File: config.mk
export PLATFORM = sky130hd
export DESIGN_NAME = vip_maxpool2d_0
export DESIGN_NICKNAME = d
export VERILOG_FILES = /design/src/rtl/vip_maxpool2d_0.sv
export SDC_FILE = /design/constraint.sdc
export NUM_CORES = 1
export LEC_CHECK = 0
export CORE_ASPECT_RATIO = 1.5
export CORE_UTILIZATION = 40
export DETAILED_ROUTE_END_ITERATION = 10
export PLACE_DENSITY = 0.61
export RECOVER_POWER = 100
export REMOVE_ABC_BUFFERS = 1
export SLEW_MARGIN = 20
export SYNTH_ARGS = -nofsm -noshare
export SYNTH_HDL_FRONTEND = slang
export SYNTH_SLANG_ARGS = --single-unit
File: constraint.sdc
create_clock -name clock -period 15.03 [get_ports clock]
set_clock_uncertainty 0.1 [all_clocks]
set_input_delay 2.2545 -clock clock [delete_from_list [all_inputs] [get_ports clock]]
set_output_delay 2.2545 -clock clock [all_outputs]
set_load 0.1 [all_outputs]
File: src/rtl/vip_maxpool2d_0.sv
// vip_maxpool2d_0: 2x2 stride-2 signed max-pool of a raster pixel stream into a show-ahead output FIFO
module vip_maxpool2d_0 #(
  parameter int DWIDTH = 32,
  parameter int IMG_W = 30,
  parameter int IMG_H = 30,
  parameter int OUT_DEPTH = 16
) (
  input  logic              clock,
  input  logic              reset,
  input  logic [DWIDTH-1:0] fifo_in_data,
  input  logic              fifo_in_wrreq,
  output logic              fifo_in_full,
  output logic [DWIDTH-1:0] fifo_out_data,
  input  logic              fifo_out_rdreq,
  output logic              fifo_out_empty,
  output logic              frame_done
);
  localparam int CW = $clog2(IMG_W);
  localparam int RW = $clog2(IMG_H);
  localparam int LN = IMG_W / 2;
  localparam int LW = LN > 1 ? $clog2(LN) : 1;
  localparam int PW = $clog2(OUT_DEPTH);
  localparam int NW = PW + 1;
  function automatic logic [DWIDTH-1:0] smax(input logic signed [DWIDTH-1:0] a, input logic signed [DWIDTH-1:0] b);
    return (a > b) ? a : b;
  endfunction
  logic [CW-1:0] col_q, col_d;
  logic [RW-1:0] row_q, row_d;
  logic [DWIDTH-1:0] hold_q, hold_d;
  logic [NW-1:0] cnt_q, cnt_d;
  logic [PW-1:0] wr_q, wr_d, rd_q, rd_d;
  logic done_q, done_d;
  logic [DWIDTH-1:0] linebuf [LN];
  logic [DWIDTH-1:0] mem [OUT_DEPTH];
  logic acc, last_col, last_row, push, pop;
  logic [LW-1:0] lb_idx;
  logic [DWIDTH-1:0] pair, result;
  assign acc = fifo_in_wrreq & ~fifo_in_full;
  assign last_col = col_q == CW'(IMG_W - 1);
  assign last_row = row_q == RW'(IMG_H - 1);
  assign lb_idx = LW'(col_q >> 1);
  assign pair = smax(hold_q, fifo_in_data);
  assign result = smax(linebuf[lb_idx], pair);
  assign push = acc & col_q[0] & row_q[0];
  assign pop = fifo_out_rdreq & ~fifo_out_empty;
  assign fifo_in_full = cnt_q == NW'(OUT_DEPTH);
  assign fifo_out_empty = cnt_q == '0;
  assign fifo_out_data = fifo_out_empty ? '0 : mem[rd_q];
  assign frame_done = done_q;
  always_comb begin
    col_d = acc ? (last_col ? '0 : col_q + CW'(1)) : col_q;
    row_d = (acc && last_col) ? (last_row ? '0 : row_q + RW'(1)) : row_q;
    hold_d = (acc && !col_q[0]) ? fifo_in_data : hold_q;
    cnt_d = cnt_q + NW'(push) - NW'(pop);
    wr_d = wr_q + PW'(push);
    rd_d = rd_q + PW'(pop);
    done_d = push & last_row & last_col;
  end
  always_ff @(posedge clock or negedge reset) begin
    if (!reset) begin
      col_q <= '0;
      row_q <= '0;
      hold_q <= '0;
      cnt_q <= '0;
      wr_q <= '0;
      rd_q <= '0;
      done_q <= 1'b0;
    end else begin
      col_q <= col_d;
      row_q <= row_d;
      hold_q <= hold_d;
      cnt_q <= cnt_d;
      wr_q <= wr_d;
      rd_q <= rd_d;
      done_q <= done_d;
    end
  end
  always_ff @(posedge clock) begin
    if (acc && col_q[0] && !row_q[0]) linebuf[lb_idx] <= pair;
    if (push) mem[wr_q] <= result;
  end
endmodule

==> results.md, run 1 <==
* Worst slew pin tran at 3.81 ns
* CP Capture Type: register
* Largest family of logic cells by synthesized area: multiplexers
* Synth Cell Area at 44300 sq um
* Initial Util at 0.403
* Vias in the first global route at 24804
* Crit start category: primary input
* Setup WS post-layout at 3.61 ns
* Final setup violation count at 0
* Max-Slew Margin vs Limit at -1.54
* Synthesized area per cell at 17.2 sq um
* Status: complete, but fails checks
* Avg Vias per Cell at 5.78
* Worst min path class: reg2reg
* Pre-CTS worst setup slack at 5.21 ns
* Critical Path Fanout Max at 51
* Final setup TNS at 0 ns
* Yosys top cell area share at 0.672
* Data required, critical path at 15.25 ns
* Synth cell types at 52
* Die span in y at 410 um
* Synth Area in Simple Gates at 0.0449
* H-tree Lvls at 3
* Worst R2R Path Depth at 18
* Area share of fa/ha/maj cells after synthesis at 0.0225
* Share of layout cells above drive strength 1 at 0.155
* Deepest clock path buffer count at 3
* Clk sink count at 1048
* Residual DRC at 0
* Drt wl/cell at 26.0 um
* Ranking of synthesized cells by area: edfxtp_1 67%, mux4_2 9.7%, mux2i_1 3.7%
* Post-DRT Antenna Nets at 0
* Post-CTS Hold Fix Bufs at 0
* Post-synth EDFFs at 992
* Area growth syn-to-layout at 12.6%
* Post-synth ARST share at 0.0534
* CTS Buf Count at 96
* Initial antenna violation count at 1
* Min Tclk post-route at 11.42 ns
* Most used flip-flop cell after synthesis: edfxtp_1
* Hold Startpoint: row_q[3]$_DFFE_PN0P_
* Die ar. at 112000 sq um
* CTS tree: done
* R2r setup slk at 5.43 ns
* Largest net degree at the start of global routing at 142
* Compound-Gate Fraction of Synth Area at 0.0563
* GP Congestion at 0.797
* CP arrival at 11.64 ns
* DP HPWL at 60500 um
* Synthesized flop and latch total at 1048
* Crit path kind: in2reg
* Reg2reg start: hold_q[31]$_DFFE_PN0P_
* XOR/XNOR Fraction of Synth Area at 0.00158
* Root Driver: clkbuf_16
* Post-Route WL at 109000 um
* 1st-iter DRT viols at 1984
* Post-Syn Instances at 2580
* RSZ-0062 raised after global routing: no
* Hold_ws at 0.386 ns
* Max Transition Viols Final at 1152
* Mux share of post-synthesis cell area at 0.150
* Vias post-DR at 24155
* Clock Latency Late Sink at 0.70 ns
* Core Box Area at 110000 sq um
* Fmax at 87.6 MHz
* Post-CTS sizing at 0
* Critical Path Sink: mem[7][0]$_DFFE_PP_
* Max-cap violations at 35
* Worst setup path start: fifo_in_data[31]
* Reg-to-reg endpoint: mem[7][0]$_DFFE_PP_
* Fin crit share at 0.760
* Clock transition at path regs at 0.07 ns
* Register area share after synthesis at 0.704
* Overflow after GRT at 0
* Buffers added on ports at 70
* Nets@finish at 2788
* Post-CTS setup buffers at 0
* Final hold vios at 0
* GRT Util Overall at 0.196
* Initial DRT Pass Iterations at 7
* Global-route wire length before repair at 161000 um
* Synthesis warning total at 0
* Top cell type by total area after synthesis: edfxtp_1
* Die Width at 274 um
* # rows at 149
* Final Util at 0.454
* I/O Pins at 71
* Failing checks: max-capacitance violations, max-slew violations
cell type report:
class	instances	area [sq um]
Antenna cell	1	2.50
Tap cell	1434	1790
Multi-Input combinational cell	1292	12300
Timing Repair Buffer	155	1150
Sequential cell	1048	31200
Inverter	80	300
Clock buffer	114	2540
Clock inverter	58	577
Fill cell	9214	59900
cells in the final DEF (no fill, tap or decap), types with 41 or more instances in the layout:
cell type,instances
dfrtp_1,49
mux2i_1,163
clkbuf_16,97
mux4_2,191
clkbuf_1,74
edfxtp_1,992
nor3_1,41
inv_1,80
o21ai_0,83
nor2_1,88
ha_1,78
nand2_1,153
synth_stat cells, types with 3 or more instances:
| cell | instances |
|---|---|
| a211oi_1 | 34 |
| a21o_1 | 11 |
| a21oi_1 | 29 |
| a22oi_1 | 30 |
| a31oi_1 | 31 |
| and4_1 | 3 |
| buf_1 | 21 |
| buf_2 | 10 |
| buf_6 | 3 |
| clkbuf_1 | 126 |
| dfrtp_1 | 56 |
| edfxtp_1 | 992 |
| ha_1 | 78 |
| inv_1 | 80 |
| mux2_2 | 62 |
| mux2i_1 | 163 |
| mux4_2 | 191 |
| nand2_1 | 154 |
| nand2b_1 | 35 |
| nand3_1 | 13 |
| nand3b_1 | 30 |
| nand4_1 | 15 |
| nor2_1 | 106 |
| nor2b_1 | 7 |
| nor3_1 | 43 |
| o2111ai_1 | 29 |
| o211ai_1 | 32 |
| o21ai_0 | 84 |
| o221ai_1 | 32 |
| o22ai_1 | 35 |
| o31ai_1 | 6 |
| o41ai_1 | 3 |
| or3_1 | 4 |
| xnor2_1 | 5 |
| xor2_1 | 3 |
logic make-up after synthesis:
family | count (synthesis)
flops | 1048
mux | 416
simple gates | 422
fa+ha+maj | 79
buf+inv | 240
xor+xnor | 8
compound gates | 367
metal layers:
metal | global-route usage | routed length, um | vias up
li1 | - | - | 10528
met1 | 0.238 | 41900 | 12676
met2 | 0.355 | 58400 | 789
met3 | 0.0247 | 5550 | 162
met4 | 0.0657 | 2840 | 0
met5 | 0 | 0 | -
critical path, stage by stage:
cell and delay, ns:
dlygate4sd3_1 0.58, inv_1 0.09, ha_1 1.21, nand4_1 0.37, or4_1 0.60, clkbuf_1 0.66
nor3_1 0.72, nor2_2 0.06, clkbuf_1 0.61, o2111ai_1 0.56, clkbuf_1 0.63, inv_1 0.10
ha_1 0.35, nand2_1 0.05, o21ai_0 0.50, a21oi_1 0.14, o31ai_1 0.28, a211oi_1 0.14
mux2_4 0.69, mux2i_1 0.99
flip-flops by register name, summed over array words and instances (netlist names):
signal and cells:
cnt_q 5, col_q 5, frame_done 1, hold_q 32, linebuf 480, mem 512
rd_q 4, row_q 5, wr_q 4
stage by stage:
stage	instance area [sq um]	instances
floorplan	43700	2420
global placement	47100	4008
detailed placement	47100	4008
CTS	50200	4180
global route	49900	4182
finish	49900	4182
how the worst min path moves through the flow:
stage	depth (start not counted)	endpoint	slack, ns
final	1	row_q[3]$_DFFE_PN0P_	0.39
after global routing	1	row_q[3]$_DFFE_PN0P_	0.44
after CTS	1	row_q[3]$_DFFE_PN0P_	0.38
after detailed placement	1	row_q[3]$_DFFE_PN0P_	0.37
after global placement	1	row_q[3]$_DFFE_PN0P_	0.37
after floorplan	1	row_q[3]$_DFFE_PN0P_	0.35
Power of run 1 is not shown: default switching activity piles up to over one toggle a cycle in this logic, so the estimate is an artifact.
==> run 2, diff against run 1 <==
- PLACE_DENSITY: 0.61 -> 0.63
- clock period: 15.03 -> 9.9 ns (I/O delays scaled with it)
==> run 2 against run 1 <==
Critical endpoint is now mem[7][18]$_DFFE_PP_; sequential share of layout area grew 0.10 points; cell count up 0.12%; die area is the same; flip-flop and latch count stayed put; count of clock-buffer cells in the layout decreased by 2; worst hold slack improved by 0.015 ns; highest routed layer is now met5; wire length increased by 0.47%; critical path type unchanged; non-clock buffer count grew 9; first-iteration DRC count rose by 10%; the run still ends with max-capacitance violations, max-slew violations left.
==> results.md, run 2 (synthesis gave the netlist of run 1 again) <==
* CTS tree: done
* Most frequent cells in the layout: 992 x edfxtp_1, 191 x mux4_2, 162 x mux2i_1
* Area growth syn-to-layout at 12.4%
* Deepest clock path buffer count at 3
* Root Driver: clkbuf_16
* Final Util at 0.454
* CP Capture Type: register
* Initial antenna violation count at 9
* Crit start category: primary input
* Die Width at 274 um
* Met3 GRT Util at 0.0281
* H-tree Lvls at 3
* Clk sink count at 1048
* Clock Latency Late Sink at 0.70 ns
* Max Transition Viols Final at 1121
* Post-CTS sizing at 0
* I/O Pins at 71
* RSZ-0062 raised after global routing: no
* Max reg flops at 512
* Initial Util at 0.403
* Vias in the first global route at 25084
* CTS Buf Count at 93
* Drt wl/cell at 26.1 um
* GRT Util Overall at 0.197
* Residual DRC at 0
* Number of fill cells at 9222
* FF+latch area at 31200 sq um
* Register bank with the most flops: mem
* Overflow after GRT at 0
* Post-DRT Antenna Nets at 0
* Nets@finish at 2794
* CP arrival at 8.90 ns
* Worst min path class: reg2reg
* GRT busiest layer: met2
* Top flop regs: mem x512, linebuf x480, hold_q x32
* Die ar. at 112000 sq um
* Min Tclk post-route at 8.67 ns
* Max-cap violations at 36
* Buffers added on ports at 70
* Max-Slew Margin vs Limit at -1.64
* Status: complete, but fails checks
* 1st-iter DRT viols at 2192
* Multi-input gate area at 12300 sq um
* Final hold vios at 0
* Post-Route WL at 109000 um
* GP Congestion at 0.817
* M2 GR Usage at 0.360
* Avg Vias per Cell at 5.77
* Clock transition at path regs at 0.06 ns
* Vias post-DR at 24157
* Post-CTS Hold Fix Bufs at 0
* DP HPWL at 63200 um
* Core Box Area at 110000 sq um
* Worst slew pin tran at 3.96 ns
* Largest net degree at the start of global routing at 170
* Die span in y at 410 um
* Critical Path Fanout Max at 129
* Crit path kind: in2reg
* Data required, critical path at 10.14 ns
* Global-route wire length before repair at 162000 um
* Failing checks: max-capacitance violations, max-slew violations
* # rows at 149
* Fin crit share at 0.876
* Fmax at 115 MHz
* Initial DRT Pass Iterations at 7
* GRT met1 Usage at 0.234
* Share of layout cells above drive strength 1 at 0.155
* Commonest non-fill, non-tap cell in the layout: edfxtp_1
* Final setup violation count at 0
* Post-CTS setup buffers at 0
==> run 2: cell types whose count changed in the layout (fill, tap and decap cells not counted), moves of 2 or more <==
cell / change
buf_4: +19
clkinv_2: -8
nor2_1: +7
nor2_4: -7
clkbuf_8: -5
clkinv_1: +5
clkbuf_1: -3
clkbuf_16: -3
clkinvlp_4: +2
inv_16: +2
==> run 2: through the flow <==
stage | hold slack, ns | setup WS, ns | cells | instance area, sq um | TNS, ns
2_1_floorplan | 0.346 | -1.25 | 2420 | 43700 | -40.02
3_3_place_gp | 0.364 | 1.80 | 4017 | 47200 | 0
3_5_place_dp | 0.380 | 1.62 | 4017 | 47200 | 0
4_1_cts | 0.394 | 2.32 | 4185 | 50200 | 0
5_1_grt | 0.419 | 0.954 | 4187 | 49800 | 0
6_report | 0.401 | 1.23 | 4187 | 49800 | 0
==> run 2: cell type report <==
class	count	area share
antenna	1	0.0000502
clock buffer	112	0.0486
clock inverter	56	0.0111
inverter	80	0.00603
multi-input combinational	1292	0.247
sequential	1048	0.626
tap	1434	0.0360
timing repair buffer	164	0.0249
==> run 2: routing by layer <==
metal  routed length, um  up-vias  part of all wire
met5                  23        -           0.00021
met4                3450        4             0.032
met3                5770      203             0.053
met2               58300      819              0.53
met1               41600    12595              0.38
li1                    -    10536                 -
==> run 2: worst max-delay path: stages <==
cell,delay [ns]
dlygate4sd3_1,0.57
inv_1,0.12
ha_4,0.29
buf_4,0.78
a21boi_0,0.50
a211o_1,0.16
clkbuf_1,1.25
nor3_1,0.18
a31oi_1,0.26
o2111ai_1,0.25
buf_4,0.30
inv_1,0.07
ha_1,0.23
nor2b_1,0.13
o211ai_1,0.15
a21oi_1,0.17
o311a_1,0.36
a211oi_1,0.19
mux2_2,0.47
buf_4,0.38
mux2_1,0.57
==> run 2: path summary, 6_finish.rpt <==
path | end | slack (ns) | cells past startpoint | start
min reg2reg | row_q[3]$_DFFE_PN0P_ | 0.40 | 1 | row_q[3]$_DFFE_PN0P_
max in group asynchronous | rd_q[0]$_DFF_PN0_ | 5.03 | 2 | reset
min | row_q[3]$_DFFE_PN0P_ | 0.40 | 1 | row_q[3]$_DFFE_PN0P_
max reg2reg | mem[7][18]$_DFFE_PP_ | 2.24 | 19 | hold_q[31]$_DFFE_PN0P_
max | mem[7][18]$_DFFE_PP_ | 1.23 | 21 | fifo_in_data[31]
min in group asynchronous | row_q[3]$_DFFE_PN0P_ | 2.08 | 2 | reset
Power of run 2 is left out for the same reason.
==> run 3, diff against run 2 <==
- CORE_MARGIN: unset -> 2
- PLACE_DENSITY: 0.63 -> 0.61
- clock period: 9.9 -> 9.6 ns (I/O delays scaled with it)
==> run 3 against run 2 <==
The flow finishes with violations (design-rule violations, max-capacitance violations, max-slew violations); sequential share of layout area is 0.28 points lower; first-iteration DRC count fell by 7.0%; critical endpoint is now mem[2][20]$_DFFE_PP_; global-route usage shrank 0.056 points; highest routed layer unchanged; register-to-register slack worse by 0.13 ns.
==> results.md, run 3 (synthesis gave the netlist of run 1 again) <==
* Data required, critical path at 9.85 ns
* Global-route wire length before repair at 163000 um
* Area growth syn-to-layout at 12.9%
* Root Driver: clkbuf_16
* Initial antenna violation count at 4
* Final Util at 0.455
* Crit path kind: in2reg
* Post-DRT Antenna Nets at 0
* Worst min path class: reg2reg
* Crit start category: primary input
* # rows at 149
* 1st-iter DRT viols at 2039
* I/O Pins at 71
* Top flop regs: mem x512, linebuf x480, hold_q x32
* ANT cells at 0
* Min Tclk post-route at 8.46 ns
* GP Congestion at 0.812
* Post-CTS Hold Fix Bufs at 0
* Critical Path Fanout Max at 47
* H-tree Lvls at 3
* Most frequent cells in the layout: 992 x edfxtp_1, 191 x mux4_2, 160 x mux2i_1
* Clock Latency Late Sink at 0.68 ns
* Deepest clock path buffer count at 3
* CTS Buf Count at 94
* Fmax at 118 MHz
* CP Capture Type: register
* Die ar. at 113000 sq um
* Die span in y at 412 um
* Commonest non-fill, non-tap cell in the layout: edfxtp_1
* Fin crit share at 0.881
* DP HPWL at 63400 um
* Status: complete, but fails checks
* Vias in the first global route at 24941
* Share of layout cells above drive strength 1 at 0.171
* RSZ-0062 raised after global routing: no
* Final hold vios at 0
* CP arrival at 8.71 ns
* Number of fill cells at 9289
* Failing checks: design-rule violations, max-capacitance violations, max-slew violations
* Post-CTS sizing at 0
* Core Box Area at 110000 sq um
* Vias post-DR at 24221
* Max-cap violations at 34
* Register bank with the most flops: mem
* Hold_ws at 0.388 ns
* Initial Util at 0.403
* Buffers added on ports at 70
* Residual DRC at 6
* GRT Util Overall at 0.197
* Final setup TNS at 0 ns
* Die Width at 276 um
* Largest net degree at the start of global routing at 170
* Worst slew pin tran at 3.57 ns
* Max-Slew Margin vs Limit at -1.38
* Post-CTS setup buffers at 0
* Avg Vias per Cell at 5.78
* Nets@finish at 2795
* Post-Route WL at 111000 um
* Final setup violation count at 0
* Overflow after GRT at 0
* Clock transition at path regs at 0.06 ns
* Clk sink count at 1048
* CTS tree: done
* Initial DRT Pass Iterations at 8
* Max Transition Viols Final at 1074
* Drt wl/cell at 26.4 um
* Max reg flops at 512
## run 3: worst max-delay path, cell delays in order
cell	delay, ns
clkdlybuf4s50_1	0.53
inv_1	0.10
ha_1	1.07
nand4_2	0.30
or4_1	0.83
or3_1	0.87
clkbuf_1	0.35
a31oi_1	0.21
o2111ai_1	0.28
buf_4	0.30
inv_1	0.07
ha_1	0.23
a21oi_1	0.12
o21ai_0	0.08
a21oi_1	0.19
o31ai_1	0.10
a211oi_1	0.28
mux2_2	0.52
buf_4	0.28
mux2_1	0.52
## run 3: final cells by class
| cell class | instances | area [sq um] | area share |
|---|---|---|---|
| Sequential cell | 1048 | 31200 | 0.624 |
| Multi-Input combinational cell | 1292 | 12300 | 0.245 |
| Clock buffer | 111 | 2480 | 0.0496 |
| Tap cell | 1434 | 1790 | 0.0359 |
| Timing Repair Buffer | 164 | 1280 | 0.0257 |
| Clock inverter | 64 | 696 | 0.0139 |
| Inverter | 80 | 300 | 0.00600 |
## run 3: stage by stage
| stage | cell area (sq um) | worst slack, ns | instances |
|---|---|---|---|
| after floorplan | 43700 | -1.51 | 2420 |
| after global placement | 47200 | 0.978 | 4017 |
| after detailed placement | 47200 | 1.08 | 4017 |
| after CTS | 50400 | 1.81 | 4192 |
| after global routing | 50000 | 0.748 | 4193 |
| final | 50000 | 1.14 | 4193 |
## run 3: worst paths after layout
kind	from	to	slack (ns)	cells after the start
hold / removal	row_q[3]$_DFFE_PN0P_	row_q[3]$_DFFE_PN0P_	0.39	1
max in group asynchronous	reset	col_q[2]$_DFFE_PN0P_	4.95	2
setup reg to reg	hold_q[31]$_DFFE_PN0P_	mem[2][20]$_DFFE_PP_	2.11	18
hold reg to reg	row_q[3]$_DFFE_PN0P_	row_q[3]$_DFFE_PN0P_	0.39	1
min in group asynchronous	reset	cnt_q[2]$_DFF_PN0_	1.96	2
setup / recovery	fifo_in_data[31]	mem[2][20]$_DFFE_PP_	1.14	20
## run 3: layer usage
layer / track usage / part of all wire / vias to the layer above
met3: 0.0296 / 0.055 / 206
met1: 0.231 / 0.37 / 12654
met4: 0.0635 / 0.032 / 2
li1: - / - / 10538
met5: 0 / 0.00012 / -
met2: 0.365 / 0.54 / 821
Power of run 3 is left out for the same reason.
